File: src/rtl/fixpoint_defs.vh
// rtl/fixpoint_defs.vh - shared fixed-point widths, saturation limit and divider state codes
`ifndef FIXPOINT_DEFS_VH
`define FIXPOINT_DEFS_VH

`define FIXDIV_IN_BITS 37
`define FIXDIV_FRAC_BITS(n) ((n) - 2)
`define FIXDIV_MAX_POS(n) ((64'd1 << ((n) - 1)) - 64'd1)

`define FIXDIV_ST_IDLE 2'd0
`define FIXDIV_ST_CALC 2'd1
`define FIXDIV_ST_DONE 2'd2

`endif

File: src/rtl/fixdiv_pkg.sv
// rtl/fixdiv_pkg.sv - divider types and width helpers; FIXDIV_ROUND_EN adds the guard-bit iteration
package fixdiv_pkg;
`include "fixpoint_defs.vh"

  typedef enum logic [1:0] {
    IDLE = `FIXDIV_ST_IDLE,
    CALC = `FIXDIV_ST_CALC,
    DONE = `FIXDIV_ST_DONE
  } state_t;

  localparam int DEFAULT_IN_BITS = `FIXDIV_IN_BITS;

  function automatic int frac_bits(input int n);
    return `FIXDIV_FRAC_BITS(n);
  endfunction

  function automatic logic [63:0] max_pos(input int n);
    return `FIXDIV_MAX_POS(n);
  endfunction

  function automatic int iter_count(input int n);
`ifdef FIXDIV_ROUND_EN
    return n;
`else
    return n - 1;
`endif
  endfunction
endpackage

File: src/rtl/fixdiv_step.sv
// rtl/fixdiv_step.sv - one restoring shift/subtract step of the magnitude divider
module fixdiv_step #(
  parameter int W = 36
) (
  input  logic [W-1:0] rem,
  input  logic         bit_in,
  input  logic [W-1:0] divisor,
  output logic [W-1:0] rem_next,
  output logic         q_bit
);
  logic [W:0]   shifted;
  logic [W-1:0] diff;

  assign shifted  = {rem, bit_in};
  assign q_bit    = (shifted >= {1'b0, divisor});
  // When the subtract succeeds the difference is below the divisor, so W bits hold it.
  assign diff     = shifted[W-1:0] - divisor;
  assign rem_next = q_bit ? diff : shifted[W-1:0];
endmodule

File: src/rtl/fixdiv.sv
// rtl/fixdiv.sv - fixed-latency signed fixed-point divider; FIXDIV_ROUND_EN enables round-half-away
module fixdiv
  import fixdiv_pkg::*;
#(
  parameter int IN_BITS = DEFAULT_IN_BITS
) (
  input  logic               clk,
  input  logic               reset,
  input  logic               in_valid,
  output logic               in_ready,
  input  logic [IN_BITS-1:0] a,
  input  logic [IN_BITS-1:0] b,
  output logic               out_valid,
  input  logic               out_ready,
  output logic [IN_BITS-1:0] result,
  output logic               div_zero,
  output logic               overflow
);
  localparam int FRAC_BITS = frac_bits(IN_BITS);
  localparam int MW        = IN_BITS - 1;
  localparam int ITER      = iter_count(IN_BITS);
  localparam int CW        = $clog2(ITER + 1);
  localparam logic [MW-1:0] MAX_POS = MW'(max_pos(IN_BITS));

  function automatic logic [MW-1:0] mag_of(input logic [IN_BITS-1:0] v);
    logic [IN_BITS-1:0] neg_v;
    neg_v = -v;
    if (!v[IN_BITS-1]) return v[MW-1:0];
    if (v[MW-1:0] == '0) return MAX_POS;
    return neg_v[MW-1:0];
  endfunction

  state_t        state;
  logic [CW-1:0] cnt;
  logic [MW-1:0] mag_a, mag_b, rem;
  logic [ITER-2:0] q;
  logic          neg, a_neg, a_min;

  logic [MW-1:0]   rem_next;
  logic            q_bit, bit_in;
  logic [ITER-1:0] q_full;

  // |a|<<FRAC_BITS split as: high part preloads the remainder, only a[0] remains to shift in.
  assign bit_in = (cnt == '0) ? mag_a[0] : 1'b0;
  assign q_full = {q, q_bit};

  fixdiv_step #(.W(MW)) u_step (
    .rem      (rem),
    .bit_in   (bit_in),
    .divisor  (mag_b),
    .rem_next (rem_next),
    .q_bit    (q_bit)
  );

  logic [MW-1:0]      mag_res;
  logic               neg_res, dz_c, ovf_c;
  logic [IN_BITS-1:0] res_c;
`ifdef FIXDIV_ROUND_EN
  logic [MW:0]        rounded;
`endif

  always_comb begin
    dz_c    = 1'b0;
    ovf_c   = 1'b0;
    neg_res = neg;
    mag_res = '0;
`ifdef FIXDIV_ROUND_EN
    rounded = {1'b0, q_full[ITER-1:1]} + {{MW{1'b0}}, q_full[0]};
`endif
    if (mag_b == '0) begin
      dz_c    = 1'b1;
      neg_res = a_neg;
      mag_res = (mag_a == '0) ? '0 : MAX_POS;
    // The true |a| of the most negative input is one above its saturated magnitude.
    end else if (({1'b0, mag_a} + {{MW{1'b0}}, a_min}) >= {mag_b, 1'b0}) begin
      ovf_c   = 1'b1;
      mag_res = MAX_POS;
    end else begin
`ifdef FIXDIV_ROUND_EN
      if (rounded[MW]) begin
        ovf_c   = 1'b1;
        mag_res = MAX_POS;
      end else begin
        mag_res = rounded[MW-1:0];
      end
`else
      mag_res = q_full[MW-1:0];
`endif
    end
    res_c = neg_res ? (IN_BITS'(0) - {1'b0, mag_res}) : {1'b0, mag_res};
  end

  always_ff @(posedge clk) begin
    if (reset) begin
      state     <= IDLE;
      cnt       <= '0;
      in_ready  <= 1'b1;
      out_valid <= 1'b0;
      result    <= '0;
      div_zero  <= 1'b0;
      overflow  <= 1'b0;
      mag_a     <= '0;
      mag_b     <= '0;
      rem       <= '0;
      q         <= '0;
      neg       <= 1'b0;
      a_neg     <= 1'b0;
      a_min     <= 1'b0;
    end else begin
      case (state)
        IDLE: if (in_valid && in_ready) begin
          mag_a    <= mag_of(a);
          mag_b    <= mag_of(b);
          rem      <= mag_of(a) >> (MW - FRAC_BITS);
          q        <= '0;
          neg      <= a[IN_BITS-1] ^ b[IN_BITS-1];
          a_neg    <= a[IN_BITS-1];
          a_min    <= a[IN_BITS-1] && (a[MW-1:0] == '0);
          cnt      <= '0;
          in_ready <= 1'b0;
          state    <= CALC;
        end
        CALC: begin
          rem <= rem_next;
          q   <= q_full[ITER-2:0];
          cnt <= cnt + 1'b1;
          if (cnt == CW'(ITER - 1)) begin
            cnt       <= '0;
            state     <= DONE;
            out_valid <= 1'b1;
            result    <= res_c;
            div_zero  <= dz_c;
            overflow  <= ovf_c;
          end
        end
        DONE: if (out_ready) begin
          out_valid <= 1'b0;
          in_ready  <= 1'b1;
          state     <= IDLE;
        end
        default: state <= IDLE;
      endcase
    end
  end
endmodule

File: config.mk
export PLATFORM = sky130hd
export DESIGN_NAME = fixdiv
export DESIGN_NICKNAME = d
export VERILOG_FILES = /design/src/rtl/fixdiv_pkg.sv /design/src/rtl/fixdiv_step.sv /design/src/rtl/fixdiv.sv
export VERILOG_INCLUDE_DIRS = /design/src /design/src/rtl
export SDC_FILE = /design/constraint.sdc
export NUM_CORES = 1
export LEC_CHECK = 0
export BUFFER_PORTS_ARGS = -buffer_cell sky130_fd_sc_hd__buf_2
export CAP_MARGIN = 20
export CORE_MARGIN = 1.5
export CORE_UTILIZATION = 45
export CTS_BUF_LIST = sky130_fd_sc_hd__clkbuf_8 sky130_fd_sc_hd__clkbuf_16
export DETAILED_ROUTE_END_ITERATION = 10
export MAX_ROUTING_LAYER = met4
export PLACE_DENSITY = 0.61
export RECOVER_POWER = 50
export SYNTH_ARGS = -nofsm -noshare
export SYNTH_HDL_FRONTEND = slang
export SYNTH_SLANG_ARGS = --single-unit
File: constraint.sdc
create_clock -name clk -period 6.57 [get_ports clk]
set_clock_uncertainty 0.15 [all_clocks]
set_input_delay 1.314 -clock clk [delete_from_list [all_inputs] [get_ports clk]]
set_output_delay 1.314 -clock clk [all_outputs]
set_load 0.005 [all_outputs]
==> run metrics, run 1 <==
status=finished, violations left; failing checks=design-rule violations, max-capacitance violations, max-slew violations; hold path start=div_zero; Final ANT Viol Nets=0; Crit Path Class=flop to flop; count leader, synth=dfxtp_1; CTS Buf Count=17; core area=30700 sq um; predominant post-synthesis flop cell=dfxtp_1; clock root buffer=clkbuf_16; Pwr Total=4.55 mW; Mapped Avg Cell Area=7.64 sq um; synth-to-layout area growth=9.51%; Req. time, crit path=6.77 ns; chip width=180 um; Synth warnings=0; Diodes inserted=0; sequential power share=about 30%; Worst IR Drop VDD=between 0.15 and 0.2 mV; sequential area share after synthesis=27.6%; Worst-path clk slew=around 0.080 ns; Max-Cap Viols=4; worst r2r src=mag_a[2]; nets=roughly 2100; critical path endpoint category=flop; DRC Markers=7; number of enable flip-flop cells after synthesis=0; CP Launch Point=mag_a[2]; fin util=50.4%; initial detailed-routing violation count=974; number of global-route vias before repair=roughly 14000; Yosys top cell by area=dfxtp_1; Chip Height=180 um; IO buf count=118; Max FO, Critical Path=11; initial antenna violation count=0; commonest cells in the netlist=dfxtp_1, nand2_1, a21oi_1, o21ai_0, nor2_1; Sw Share=a little over two fifths; Internal Pwr Total=2.65 mW; Hold Crit Class=flop to flop; cts hold-fix bufs=0; gr ovfl total=0; Mapped Area=14200 sq um; Worst-Skew Late Latency=0.46 ns; LEAKAGE=a little under 6 nW; Worst Tran Pin Value=~3.2 ns; row cnt=between 60 and 70; CP arrival=slightly above 6 ns; Max-slew headroom=-113%; max-slew violations=235; top cells by area, synth=dfxtp_1, ha_1, a21oi_1; starting density of the core=between 40% and 50%; vias per cell=around 6.2; clock share of power=25.3%; # IOs=119; Post-synth ARST share=0%; TritonCTS clock tree=built; Switching Power=1.90 mW; WL/cell=between 20 and 25 um; Pre-Repair DR Iteration Count=8; final WL=47900 um; Synth top area share=about 28%; Hold Vio Cnt, Final=0; CTS sink count=roughly 200; fmax=166 MHz; pin count of the biggest net entering global routing=74; Unique masters post-synth=76; # setup viols final=0; number of H-tree levels=4; layout cell share with drive strength beyond 1=10.9%; routed vias=14304; GRT Total Usage=29.9%; Power Dens Cells=293 nW/um^2; clock buffer depth=2; flops & latches, synth=195; area of the die=around 33000 sq um; Post-Syn Instances=1853; Final GP Congestion=0.950; hpwl dp=~35000 um; final worst-path cycle share=91.4%; combinational share of power=44.8%; Post-Syn Nets=2011; fin crit period=6.01 ns; global-route wire length before repair=75000 um; element type at the critical path start=flop
## worst paths after layout
kind	to	slack, ns	cells after the start
worst max-delay path	result[20]	0.56	22
worst min register to register	div_zero	0.32	2
worst max register to register	result[20]	0.56	22
worst min-delay path	div_zero	0.32	2
## power groups by stage
stage | Combinational [mW] | Clock, mW | Sequential [mW]
2_1_floorplan | 1.48 | 0 | 1.35
3_3_place_gp | 1.98 | 0 | 1.38
3_5_place_dp | 2.00 | 0 | 1.38
4_1_cts | 2.01 | 1.17 | 1.36
5_1_grt | 2.25 | 1.21 | 1.37
6_report | 2.04 | 1.15 | 1.36
## cell type report
type / count / area, sq um
clock buffers: 18 / 439
well taps: 396 / 495
inverters: 64 / 240
flip-flops and latches: 195 / 3900
fillers: 3127 / 15200
clock inverters: 14 / 188
multi-input cells: 1477 / 9530
repair buffers: 139 / 711
## what timing repair did
action	4_1_cts	5_1_grt
buffers inserted	0	0
gates resized for setup	0	5
setup endpoints to repair	0	12
## sequential cells by signal, indices dropped and copies added, names as in the netlist, 2 cells and up
signal	flops
state	2
mag_a	36
cnt	6
result	37
q	35
rem	36
mag_b	36
## worst max-delay path, stage by stage, from the launching register on
cell and delay, ns:
dfxtp_1 0.40, and2_1 0.20, and2_1 0.16, nand4_1 0.35, nor3_4 0.40, nand3_1 0.20
or2_2 0.35, nor2_1 0.17, nand3_1 0.11, xnor2_1 0.14, ha_1 0.31, nand4_1 0.16
nor3_1 0.08, a221oi_1 0.28, o21a_1 0.18, nand4_1 0.19, o21ai_0 0.31, ha_2 0.37
nand2_1 0.19, or4_1 0.54, o211ai_1 0.30, xnor2_1 0.12, a211oi_1 0.23
## cells in the final DEF (no fill, tap or decap), types with 13 or more instances in the layout
master	Yosys	final
buf_4	0	13
nor2_1	138	138
a21oi_1	178	178
clkbuf_1	98	26
nand2b_1	17	16
o21ai_0	143	142
xor2_1	75	75
a221oi_1	17	21
xnor2_1	61	61
or3_1	18	18
o31ai_1	29	29
nand3_1	80	80
nand2_1	191	191
clkbuf_16	0	17
nor3_1	46	44
a221oi_2	29	25
a211oi_1	21	21
o211ai_1	32	32
a31oi_1	27	27
buf_2	3	97
nor4_1	41	42
dfxtp_1	195	195
ha_1	79	78
a21o_1	14	14
or4_1	17	18
o41ai_1	14	14
nand4_1	26	26
inv_1	64	64
## cells by family (layout without fill, tap and decap cells)
family | count (synthesis) | in the layout | synth area share (%)
compound gates | 603 | 603 | 28.6
xor+xnor | 136 | 136 | 8.41
fa+ha+maj | 80 | 80 | 7.12
buf+inv | 181 | 235 | 4.98
flops | 195 | 195 | 27.6
mux | 13 | 13 | 0.972
simple gates | 645 | 645 | 22.4
## metrics by stage
| stage | cell area, sq um | std cells | worst slack (ns) | TNS (ns) | hold WS, ns |
|---|---|---|---|---|---|
| global placement | 15000 | 2270 | 0.522 | 0 | 0.295 |
| detailed placement | 15000 | 2270 | 0.382 | 0 | 0.313 |
| CTS | 15600 | 2302 | 0.346 | 0 | 0.326 |
| finish | 15500 | 2303 | 0.564 | 0 | 0.317 |
| global route | 15500 | 2303 | -0.00898 | -0.00898 | 0.338 |
| floorplan | 14200 | 1853 | 1.01 | 0 | 0.296 |
## routing by layer
layer  track usage, %  wire, um
met5                -         0
met4             16.2      2740
met3             3.31      1780
met2             51.1     23200
met1             34.4     20200
Power figures use the tool's default switching activity.
==> inputs of run 2 (changes only) <==
Settings changed: GPL_TIMING_DRIVEN set to 0, RECOVER_POWER 50 to 100.
==> run 2 against run 1 <==
Net effect:
- routed wire length grew 21%
- highest routed layer unchanged
- critical path type unchanged
- via count grew 6.5%
- maximum frequency shrank 4.2%
- first-iteration DRC count grew 30%
- largest power group unchanged
- the flow still finishes with violations (design-rule violations, max-capacitance violations, max-slew violations)
- sequential cell count is the same
==> run metrics, run 2 (synthesis gave the netlist of run 1 again) <==
worst r2r src=mag_a[0]; vias per cell=6.33; Chip Height=180 um; filler cell count=between 3000 and 4000; Power Dens Cells=approximately 290 nW/um^2; cts hold-fix bufs=0; nets=2154; Worst IR Drop VDD=0.215 mV; number of H-tree levels=4; hold path start=result[36]; area of the die=32500 sq um; core area=30700 sq um; fin crit period=6.27 ns; global-route wire length before repair=roughly 85000 um; row cnt=64; unrepaired setup endpoints after global routing=false; leading cell type in the layout, fill and taps excluded=dfxtp_1; status=finished, violations left; DRC Markers=7; routed vias=15232; Hold Crit Class=flop to flop; Pre-Repair DR Iteration Count=9; WL/cell=approximately 24 um; LEAKAGE=roughly 6 nW; worst slack, placed=-1.42 ns; critical path endpoint category=flop; hpwl dp=45700 um; Worst-Skew Late Latency=0.47 ns; max reg flops=37; Worst Setup Slack, final=0.303 ns; IO buf count=117; clock buffer depth=2; CTS Buf Count=17; Max-slew headroom=-14.6%; max-slew violations=11; synth-to-layout area growth=10.6%; final worst-path cycle share=95.4%; setup TNS=0 ns; Crit Path Class=flop to flop; Max FO, Critical Path=10; gr ovfl total=0; pin count of the biggest net entering global routing=20; clock root buffer=clkbuf_16; # setup viols final=0; GRT Total Usage=between 30% and 40%; CP Launch Point=mag_a[0]; failing checks=design-rule violations, max-capacitance violations, max-slew violations; Top reg by flops=result; # IOs=119; Worst-path clk slew=0.08 ns; commonest non-fill, non-tap cells in the layout=dfxtp_1, nand2_1, a21oi_1, o21ai_0, nor2_1; Worst Tran Pin Value=1.72 ns; CP arrival=6.49 ns; initial detailed-routing violation count=1264; Finished Layout Cells=2405; Hold Vio Cnt, Final=0; number of global-route vias before repair=14393; TritonCTS clock tree=built; initial antenna violation count=0; Hold WS=0.315 ns; Diodes inserted=0; chip width=180 um; element type at the critical path start=flop; Final ANT Viol Nets=0; Max-Cap Viols=1; CTS sink count=195; Final GP Congestion=1.01; fmax=~160 MHz; layout cell share with drive strength beyond 1=8.66%; final WL=57800 um; starting density of the core=46.1%; post-placement cell count=2368; Req. time, crit path=6.80 ns
[run 2: cell types whose count changed in the layout (fill, tap and decap cells not counted), sizes merged]
cell	previous run	this run
bufinv	3	0
clkbuf	46	148
clkinv	2	3
buf	111	109
clkdlybuf4s18	0	1
inv	71	74
[run 2: where the power goes]
part	leakage (nW)	total [mW]	switching [mW]	internal (mW)
clock network	0.278	1.06	0.552	0.504
registers	1.59	1.36	0.0925	1.27
logic	4.12	2.18	1.42	0.766
total	5.99	4.60	2.06	2.54
[run 2: layer usage]
layer,vias up,part of all wire (%),track usage (%),wire (um)
met5,-,0,-,0
met4,0,5.3,19.6,3080
met3,167,5.6,4.99,3240
met2,607,49,61.3,28500
met1,7285,40,40.2,23000
li1,7173,-,-,-
[run 2: worst max-delay path, cell delays in order, from the launching register on]
cell	delay, ns
dfxtp_1	0.45
ha_1	0.32
nand4_1	0.24
nor3_4	0.36
nand3_2	0.16
or2_2	0.34
nor2_1	0.19
nand3_1	0.12
xnor2_1	0.15
ha_1	0.31
nand4_1	0.21
nor3_1	0.11
a221oi_1	0.31
o21a_1	0.18
nand4_1	0.24
buf_4	0.29
buf_2	0.23
o21ai_2	0.20
ha_1	0.19
nand2_1	0.18
or4_1	0.57
o211ai_1	0.20
clkbuf_2	0.19
xnor2_1	0.08
a211oi_1	0.21
[run 2: final timing paths]
check	to	slack [ns]	cells past startpoint
worst max-delay path	result[20]	0.30	24
worst min-delay path	result[36]	0.31	2
worst max register to register	result[20]	0.30	24
worst min register to register	result[36]	0.31	2
[run 2: layout make-up]
class                      instances  area, sq um  area share, %
timing repair buffer             124          602           3.84
inverter                          64          240           1.53
sequential                       195         3910           24.9
multi-input combinational       1477         9410           60.1
tap                              396          495           3.16
clock inverter                    15          140          0.894
buffer                           117          448           2.86
clock buffer                      17          425           2.71
[run 2: what timing repair did]
item / CTS / global route
pin swaps: 1 / 3
endpoints found under the setup margin: 34 / 20
endpoints found under the hold margin: 0 / 0
gates resized for setup: 13 / 14
setup buffers: 4 / 1
[run 2: stage by stage]
step	utilization [%]	area [sq um]	total power [mW]
floorplan	-	14200	2.83
global placement	49.6	15200	3.49
detailed placement	49.6	15300	3.51
CTS	51.7	15900	4.58
global route	51.0	15700	4.83
finish	51.0	15700	4.60
